===== src/rtl/operand_entry.sv =====
// operand_entry: ASCII key-entry front end building two packed-BCD operands and an operator
// for the calculator arithmetic stage, with a one-cycle start pulse on '='.
module operand_entry #(
  parameter int MAX_DIGITS = 3
) (
  input  logic                    clk,
  input  logic                    rst,
  input  logic                    key_valid,
  input  logic [7:0]              key_code,
  output logic [4*MAX_DIGITS-1:0] reg_num1,
  output logic [4*MAX_DIGITS-1:0] reg_num2,
  output logic [2:0]              cnt1,
  output logic [2:0]              cnt2,
  output logic [7:0]              sym,
  output logic                    calc_start,
  output logic                    err,
  output logic [1:0]              phase
);
  localparam int W = 4 * MAX_DIGITS;
  localparam logic [2:0] MAXC = 3'(MAX_DIGITS);
  typedef enum logic [1:0] {NUM1 = 2'd0, NUM2 = 2'd1, DONE = 2'd2} phase_t;
  phase_t       r_phase;
  logic [W-1:0] r_num1, r_num2;
  logic [2:0]   r_cnt1, r_cnt2;
  logic [7:0]   r_sym;
  logic         r_start, r_err;
  logic         w_digit, w_op, w_eq, w_clr;
  logic [3:0]   w_d;
  assign w_digit = key_code >= 8'h30 && key_code <= 8'h39;
  assign w_op    = key_code >= 8'h61 && key_code <= 8'h64;
  assign w_eq    = key_code == 8'h65;
  assign w_clr   = key_code == 8'h66;
  assign w_d     = key_code[3:0];
  always_ff @(posedge clk) begin
    if (rst || (key_valid && w_clr)) begin
      r_phase <= NUM1;
      r_num1  <= '0;
      r_num2  <= '0;
      r_cnt1  <= '0;
      r_cnt2  <= '0;
      r_sym   <= '0;
      r_start <= 1'b0;
      r_err   <= 1'b0;
    end else begin
      r_start <= 1'b0;
      if (key_valid) begin
        case (r_phase)
          NUM1: begin
            if (w_digit && r_cnt1 < MAXC) begin
              r_num1 <= {r_num1[W-5:0], w_d};
              r_cnt1 <= r_cnt1 + 3'd1;
            end else if (w_op && r_cnt1 != 3'd0) begin
              r_sym   <= key_code;
              r_phase <= NUM2;
            end
          end
          NUM2: begin
            if (w_digit && r_cnt2 < MAXC) begin
              r_num2 <= {r_num2[W-5:0], w_d};
              r_cnt2 <= r_cnt2 + 3'd1;
            end else if (w_op && r_cnt2 == 3'd0) begin
              r_sym <= key_code;
            end else if (w_eq && r_cnt2 != 3'd0) begin
              r_phase <= DONE;
              // divide by zero flags an error instead of starting the arithmetic stage
              if (r_sym == 8'h64 && r_num2 == '0) r_err <= 1'b1;
              else r_start <= 1'b1;
            end
          end
          DONE: begin
            if (w_digit) begin
              r_num1  <= {{(W-4){1'b0}}, w_d};
              r_num2  <= '0;
              r_cnt1  <= 3'd1;
              r_cnt2  <= '0;
              r_sym   <= '0;
              r_err   <= 1'b0;
              r_phase <= NUM1;
            end
          end
          default: r_phase <= NUM1;
        endcase
      end
    end
  end
  assign reg_num1   = r_num1;
  assign reg_num2   = r_num2;
  assign cnt1       = r_cnt1;
  assign cnt2       = r_cnt2;
  assign sym        = r_sym;
  assign calc_start = r_start;
  assign err        = r_err;
  assign phase      = r_phase;
endmodule


===== config.mk =====
export PLATFORM = sky130hd
export DESIGN_NAME = operand_entry
export DESIGN_NICKNAME = d
export VERILOG_FILES = /design/src/rtl/operand_entry.sv
export SDC_FILE = /design/constraint.sdc
export NUM_CORES = 1
export LEC_CHECK = 0
export BUFFER_PORTS_ARGS = -buffer_cell sky130_fd_sc_hd__buf_2
export CAP_MARGIN = 20
export CORE_UTILIZATION = 46
export DETAILED_ROUTE_END_ITERATION = 6
export PLACE_DENSITY_LB_ADDON = 0.25
export SYNTH_ARGS = -nofsm -noshare
export SYNTH_HDL_FRONTEND = slang
export SYNTH_SLANG_ARGS = --single-unit

===== constraint.sdc =====
create_clock -name clk -period 1.43 [get_ports clk]
set_input_delay 0.0715 -clock clk [delete_from_list [all_inputs] [get_ports clk]]
set_output_delay 0.0715 -clock clk [all_outputs]
set_load 0.02 [all_outputs]

Word-level counts from Yosys, hierarchy flattened
Cells that the tools add are included.

storage, ports and cells
  register bits = 42

operators by class
  add/sub/neg operators = 2
  $lt $le $gt $ge = 6
  eq/ne operators = 15
  multiplexer cells = 32
  bitwise logic cells = 3
  reduce and logical (&&, ||, !) cells = 24

operators by type and width
  operator             count
  $mux 12              4
  $pmux 12 s2          2
  $mux 8               5
  $eq 8x7->1 const B   3
  $pmux 8 s3           1
  $reduce_and 7->1     3
  $ne 2x2->1 const B   10
  $logic_not 12->1     1
  $mux 2               6
  $mux 3               4
  $pmux 3 s2           2
  $logic_and 1x1->1    9
  $reduce_bool 3->1    3
  $ge 8x6->1 const B   1
  $ge 8x7->1 const B   1
  $le 8x6->1 const B   1
  $le 8x7->1 const B   1
  $reduce_and 4->1     2
  $add 3x1->3 const B  2
  $lt 3x2->1 const B   2
  $mux 1               6
  $pmux 2 s3           1
  $reduce_or 6->1      1
  $reduce_bool 2->1    2
  other kinds (7)      9

Longest topological paths before layout
Gate-level depths: netlist of run 1.

  depth in word-level cells = 7
  mapped depth = 7

Least setup slack after synthesis of run 1
OpenSTA, ideal clock, no wires.

  path type = reg-to-reg
  start point = register r_cnt1[0], in the netlist cnt1[0]
  end point = register r_sym[3], in the netlist sym[3]
  library setup time = 0.116 ns
  data arrival time = 1.607 ns
  required time = 1.314 ns
  slack = -0.292 ns
  cell stages (with the launch flop) = 8
  path buffers = 0
  clock period less this slack = 1.722 ns
  cells stage by stage = dfxtp_1 inv_1 ha_1 nor2b_1 o22a_1 o21a_1 nand2b_4 and3_1

on the way
  cells in the longest elaborated chain, start to end = 4

RTL lines
  element                                                 line    source
  start: declaration                                      24      logic [2:0] r_cnt1, r_cnt2;
  start signal: assignment                                51      r_cnt1 <= r_cnt1 + 3'd1;
  $lt 3x2->1 / $reduce_bool 3->1 (equally long branches)  49, 52
  $logic_and 1x1->1 (on tied branches)                    49, 52
  $ne 2x2->1 (no line)                                    --
  $reduce_and 7->1 (no line) (*)                          --
  end signal: assignment                                  53      r_sym <= key_code;
  end signal: assignment                                  62      r_sym <= key_code;
  end: declaration                                        25      logic [7:0] r_sym;

Mark *: on every way between the ends. The rest lies on a longest branch, timed or not.
A chain may end at the register's enable or synchronous reset.

Worst setup path in the final report of run 1
  start point = register r_cnt1[0], in the netlist cnt1[0]
  end point = register r_sym[7], in the netlist sym[7]

The elaborated chain is that of the path after synthesis.

==> key figures, run 1 <==
Setup path
  • Slowest cell on crit path: dfxtp_4
  • Kind of end point of the critical path: flop
  • CP Data Arrival Time: 1.76 ns
  • Peak per-stage delay on the critical path: 0.37 ns
  • FF-to-FF End: sym[7]$_SDFFE_PP0P_
  • Kind of critical path: flop to flop
  • Worst EP required: 1.62 ns
  • Reg2Reg Depth: 7
  • CP Launch Type: flop
  • Critical Path Fanout Max: 8
  • Buf/Inv on CP: 1
  • Crit path cell chain: inv_4 > ha_4 > nor2b_4 > o22a_1 > o21a_4 > nand2b_4 > and3_4
  • Critical path depth: 7
  • Worst r2r src: cnt1[0]$_SDFFE_PP0P_
  • Delay-heaviest family, CP: simple AND/OR/NAND/NOR gates
  • R2r setup slk: -0.13 ns

CTS
  • CTS tree: built
  • CTS H-tree lvls: 2
  • Clock Sinks: 42
  • Total CTS buffers: 5
  • Post-CTS Hold Fix Bufs: 0
  • Worst-case clock buffer depth: 2
  • Reg clk slew, reported paths: 0.08 ns
  • Clock Tree Root: clkbuf_8
  • Clock latency at the later pin of the worst-skew pair: 0.29 ns

Run
  • Maxcap violations: 0

Placement
  • Hpwl dp: 3.624 mm
  • GPL Wtd Cong: 0.7815
  • Post-DP Area: 0.002489 sq mm
  • I/O Buffers: 52
  • Pre-CTS WS: -0.1801 ns

Timing
  • Slew headroom: 77.44%
  • Final setup margin: -0.1338 ns
  • Final setup viols: 14
  • Crit path time final: 1.564 ns
  • RSZ-0062 raised after global routing: yes
  • Final Max Slew Viols: 0
  • Period Utilization, post-route: 109.4%
  • Slew at the pin closest to its max-slew limit: 0.3337 ns
  • Clock skew: 0.006353 ns
  • Endpoints failing hold: 0
  • Fmax: 0.6395 GHz

Logic synthesis
  • Number of synthesized flops with an enable pin: 0
  • Syn Inst Count: 221
  • Cell Area, Synth: 0.001919 sq mm
  • #FFs+latches synth: 42
  • Synth warn: 0
  • Syn_nets: 236
  • Avg Cell Area, Syn: 8.685 sq um
  • Register area share after synthesis: 43.81%
  • Fraction of registers with async set/reset: 0%
  • Yosys cell types: 46
  • Synth Flop Type: dfxtp_1

Routing
  • Iter 0 DRT Violations: 137
  • Post-DR vias/cell: 5.351
  • Total Routed Length: 5.058 mm
  • Wire per inst: 14.09 um
  • Residual DRC count: 0
  • Antenna Nets Post-Route: 0
  • First-pass DRT Iterations: 4
  • Via count: 1921

Power and ir drop
  • Total chip power: 2122 uW
  • Worst VDD drop: 0.5620 mV
  • Pleak: 0.001168 uW
  • Pwr dens: 770.9 mW/mm^2

Global route
  • Antenna violations before repair: 0
  • Largest net degree at the start of global routing: 13
  • Vias in the first global route: 1690
  • First-pass GRT wire length: 7.762 mm
  • GRT Total Usage: 23.28%
  • GR Overflow Total: 0

Floorplan
  • Initial Utilization: 47.98%
  • # rows: 23
  • Die ar.: 0.004435 sq mm
  • IO Pins: 53
  • Die Span Y: 66.60 um
  • Core Area: 0.004000 sq mm
  • Die X: 66.60 um

Finish
  • Most frequent cells in the layout: buf_2 (52), nand2_1 (44), dfxtp_1 (36)
  • Final core utilization: 68.81%
  • Ant diodes: 0
  • Nets: 323
  • Finished Cell Area: 0.002753 sq mm
  • Area Overhead vs Synth: 43.42%
  • Most common cell after layout, fill and taps aside: buf_2
  • Share of layout cells above drive strength 1: 45.63%

Worst hold path
  • Min-Delay Startpoint: key_code[0]
  • Hold path cells: 3
  • WHS Endpoint: reg_num1[0]$_SDFFE_PP0P_
  • Hold WC Path Type: primary input to flop

Status
  • Status: finished, violations left
  • Failing checks: negative setup slack
-- sequential cells by signal (all words and copies together) (netlist names) --
signal      flops
cnt1            3
calc_start      1
phase           2
cnt2            3
err             1
reg_num1       12
reg_num2       12
sym             8
-- synthesized netlist by cell type, types with 4 or more instances --
cell | n | area, sq um
a22oi_1 | 4 | 30.03
o211ai_1 | 4 | 30.03
o21ai_0 | 10 | 50.05
nor2b_1 | 4 | 25.02
a21oi_1 | 28 | 140.1
and3_1 | 4 | 25.02
nor2_1 | 8 | 30.03
ha_1 | 4 | 50.05
dfxtp_1 | 42 | 840.8
nand3b_1 | 9 | 67.56
nand2_1 | 44 | 165.2
inv_1 | 7 | 26.28
buf_2 | 5 | 25.02
-- cell type report --
cell class	instances	area (sq um)
timing repair buffer	89	579.3
multi-input combinational	162	1125
clock inverter	1	5.005
inverter	8	33.78
fill	330	1247
tap	50	62.56
sequential	42	860.8
clock buffer	7	86.33
-- timing repair --
item                       in CTS  in global routing
setup buffers                   0                  2
hold endpoints to repair        0                  0
gates resized for setup         8                 30
gates cloned                    0                  1
setup endpoints to repair      26                 40
pin swaps                       5                  7
-- kinds of logic (layout without fill, tap and decap cells) --
kind of cell | count (synthesis) | after routing | share of synthesized area (%)
buffers and inverters | 17 | 105 | 3.846
and+or+nand+nor | 96 | 96 | 28.23
adders and majority gates | 4 | 4 | 2.608
xor gates and xnor gates | 2 | 2 | 0.9128
AOI/OAI and AO/OA | 60 | 60 | 20.60
DFF | 42 | 42 | 43.81
-- tightest hold or removal path, stage by stage --
cell,delay [ns]
buf_2,0.13
nand2_1,0.06
a21oi_1,0.05
-- layer usage --
| layer | GRT usage, % | vias up | part of all wire (%) |
|---|---|---|---|
| li1 | - | 970 | - |
| met1 | 32.25 | 901 | 48 |
| met2 | 34.85 | 40 | 46 |
| met3 | 4.966 | 10 | 4.2 |
| met4 | 9.043 | 0 | 1.6 |
| met5 | 0 | - | 0 |
-- how the worst max path moves through the flow --
stage / startpoint / end / slack, ns
global route: cnt1[0]$_SDFFE_PP0P_ / sym[7]$_SDFFE_PP0P_ / -0.17
CTS: cnt1[1]$_SDFFE_PP0P_ / sym[7]$_SDFFE_PP0P_ / -0.12
finish: cnt1[0]$_SDFFE_PP0P_ / sym[7]$_SDFFE_PP0P_ / -0.13
detailed placement: cnt1[1]$_SDFFE_PP0P_ / reg_num2[1]$_SDFFE_PP0P_ / -0.18
floorplan: cnt1[1]$_SDFFE_PP0P_ / sym[3]$_SDFFE_PP0P_ / -0.14
global placement: cnt1[1]$_SDFFE_PP0P_ / reg_num2[1]$_SDFFE_PP0P_ / -0.14
-- stage by stage --
stage	cells	TNS, ns	hold slack (ns)
final	359	-0.9565	0.05744
after global routing	359	-2.846	0.05657
after CTS	356	-0.9107	0.05752
after detailed placement	348	-1.940	0.3667
after global placement	348	-1.259	0.3598
after floorplan	221	-1.069	0.2025
-- power by group --
| part | total, uW | internal, uW | leakage [uW] | switching [uW] |
|---|---|---|---|---|
| Clock | 793 | 390 | 0.0000482 | 403 |
| Combinational | 167 | 77.7 | 0.000777 | 89.7 |
| Sequential | 1160 | 1160 | 0.000343 | 1.29 |
| Total | 2120 | 1630 | 0.00117 | 494 |
No activity file was read; power rests on OpenSTA's default activity.
==> inputs of run 2 (changes only) <==
Settings changed: CORE_ASPECT_RATIO from default to 2.
==> key figures, run 2 (same netlist as run 1, synthesis figures left out) <==
Run
  • Maxcap violations: 0

CTS
  • Clock Sinks: 42
  • CTS H-tree lvls: 2
  • Post-CTS Hold Fix Bufs: 0
  • Clock Tree Root: clkbuf_8
  • CTS tree: built
  • Clock latency at the later pin of the worst-skew pair: 0.30 ns
  • Worst-case clock buffer depth: 2
  • Total CTS buffers: 5
  • Reg clk slew, reported paths: 0.09 ns

Floorplan
  • Core Area: 0.003924 sq mm
  • # rows: 32
  • IO Pins: 53
  • Die ar.: 0.004450 sq mm
  • Die X: 47.68 um
  • Die Span Y: 93.35 um
  • Initial Utilization: 48.92%

Placement
  • Dpl cells: 352
  • Hpwl dp: 3.987 mm
  • GPL Wtd Cong: 0.8489
  • I/O Buffers: 52

Setup path
  • Kind of end point of the critical path: flop
  • Worst r2r src: cnt2[1]$_SDFFE_PP0P_
  • Crit path cell chain: inv_2 > ha_4 > nand2b_1 > o22a_1 > o21a_4 > nand2b_4 > and3_4
  • Slowest cell on crit path: dfxtp_4
  • Delay-heaviest family, CP: simple AND/OR/NAND/NOR gates
  • Reg2Reg Depth: 7
  • CP Launch Type: flop
  • Critical path depth: 7
  • Worst Setup SP: cnt2[1]$_SDFFE_PP0P_
  • Critical Path Fanout Max: 8
  • Worst EP required: 1.63 ns
  • FF-to-FF End: sym[7]$_SDFFE_PP0P_
  • Buf/Inv on CP: 1
  • CP Data Arrival Time: 1.73 ns
  • Kind of critical path: flop to flop
  • R2r setup slk: -0.1 ns
  • Peak per-stage delay on the critical path: 0.38 ns

Global route
  • Largest net degree at the start of global routing: 16
  • First-pass GRT wire length: 8.556 mm
  • Antenna violations before repair: 0
  • Vias in the first global route: 1941
  • GR Overflow Total: 0
  • GRT Total Usage: 26.32%

Power and ir drop
  • Total chip power: 2107 uW
  • Pwr dens: 758.7 mW/mm^2
  • Worst VDD drop: 0.9678 mV
  • Pleak: 0.001179 uW

Status
  • Failing checks: negative setup slack
  • Status: finished, violations left

Finish
  • Most common cell after layout, fill and taps aside: buf_2
  • Non-Filler Instances: 365
  • Share of layout cells above drive strength 1: 44.90%
  • Nets: 328
  • Ant diodes: 0
  • Area Overhead vs Synth: 44.72%
  • Most frequent cells in the layout: buf_2 (52), nand2_1 (44), buf_4 (37)

Timing
  • RSZ-0062 raised after global routing: yes
  • Final setup margin: -0.09772 ns
  • Period Utilization, post-route: 106.8%
  • Final Max Slew Viols: 0
  • Hold_ws: 0.1789 ns
  • Fmax: 0.6546 GHz
  • Final setup viols: 13
  • Slew headroom: 79.03%
  • Clock skew: 0.008717 ns
  • Crit path time final: 1.528 ns
  • Slew at the pin closest to its max-slew limit: 0.3145 ns
  • Endpoints failing hold: 0

Routing
  • Iter 0 DRT Violations: 53
  • Post-DR vias/cell: 5.395
  • Antenna Nets Post-Route: 0
  • Via count: 1969
  • Wire per inst: 14.66 um
  • Residual DRC count: 0
  • First-pass DRT Iterations: 4
  • Total Routed Length: 5.350 mm

Worst hold path
  • WHS Endpoint: reg_num2[0]$_SDFFE_PP0P_
  • Hold WC Path Type: primary input to flop
  • Hold path cells: 4
  • Min-Delay Startpoint: rst
## run 2: stage by stage
stage / setup slack (ns) / TNS [ns] / cell area [sq um] / utilization, %
4_1_cts: -0.1013 / -0.6319 / 2686 / 68.46
5_1_grt: -0.1335 / -1.651 / 2778 / 70.79
3_3_place_gp: -0.1200 / -1.336 / 2512 / 64.03
2_1_floorplan: -0.1366 / -1.069 / 1942 / -
6_report: -0.09772 / -0.5566 / 2778 / 70.79
3_5_place_dp: -0.1514 / -1.578 / 2512 / 64.03
## run 2: worst max path at each step
stage	endpoint	slack, ns
floorplan	sym[3]$_SDFFE_PP0P_	-0.14
global placement	sym[3]$_SDFFE_PP0P_	-0.12
detailed placement	sym[3]$_SDFFE_PP0P_	-0.15
CTS	sym[7]$_SDFFE_PP0P_	-0.10
global route	sym[7]$_SDFFE_PP0P_	-0.13
finish	sym[7]$_SDFFE_PP0P_	-0.1
## run 2: worst min-delay path, cell delays in order
cell	delay [ns]
buf_2	0.12
nor3b_2	0.06
a21oi_1	0.11
o21ai_1	0.07
## run 2: what timing repair did
item | CTS | global route
gates cloned | 0 | 0
setup buffers | 3 | 2
setup endpoints to repair | 26 | 35
pin swaps | 6 | 5
hold endpoints to repair | 0 | 0
gates resized for setup | 17 | 15
## run 2: layout make-up
type                       count  area (sq um)
fill                         350          1146
multi-input combinational    162          1120
sequential                    42         860.8
timing repair buffer          94         611.8
clock buffer                   5         68.82
tap                           51         63.81
inverter                       8         30.03
clock inverter                 3         22.52
## run 2: layer usage
metal	global-route usage [%]	vias to the layer above	routed length [um]
met2	47.15	66	3032
met3	4.054	22	179
li1	-	970	-
met1	26.63	911	1917
met4	14.12	0	220
met5	0	-	0
## run 2: power by group
part	internal, uW	switching (uW)
clock network	350	434
logic	74.3	87.0
registers	1160	1.07
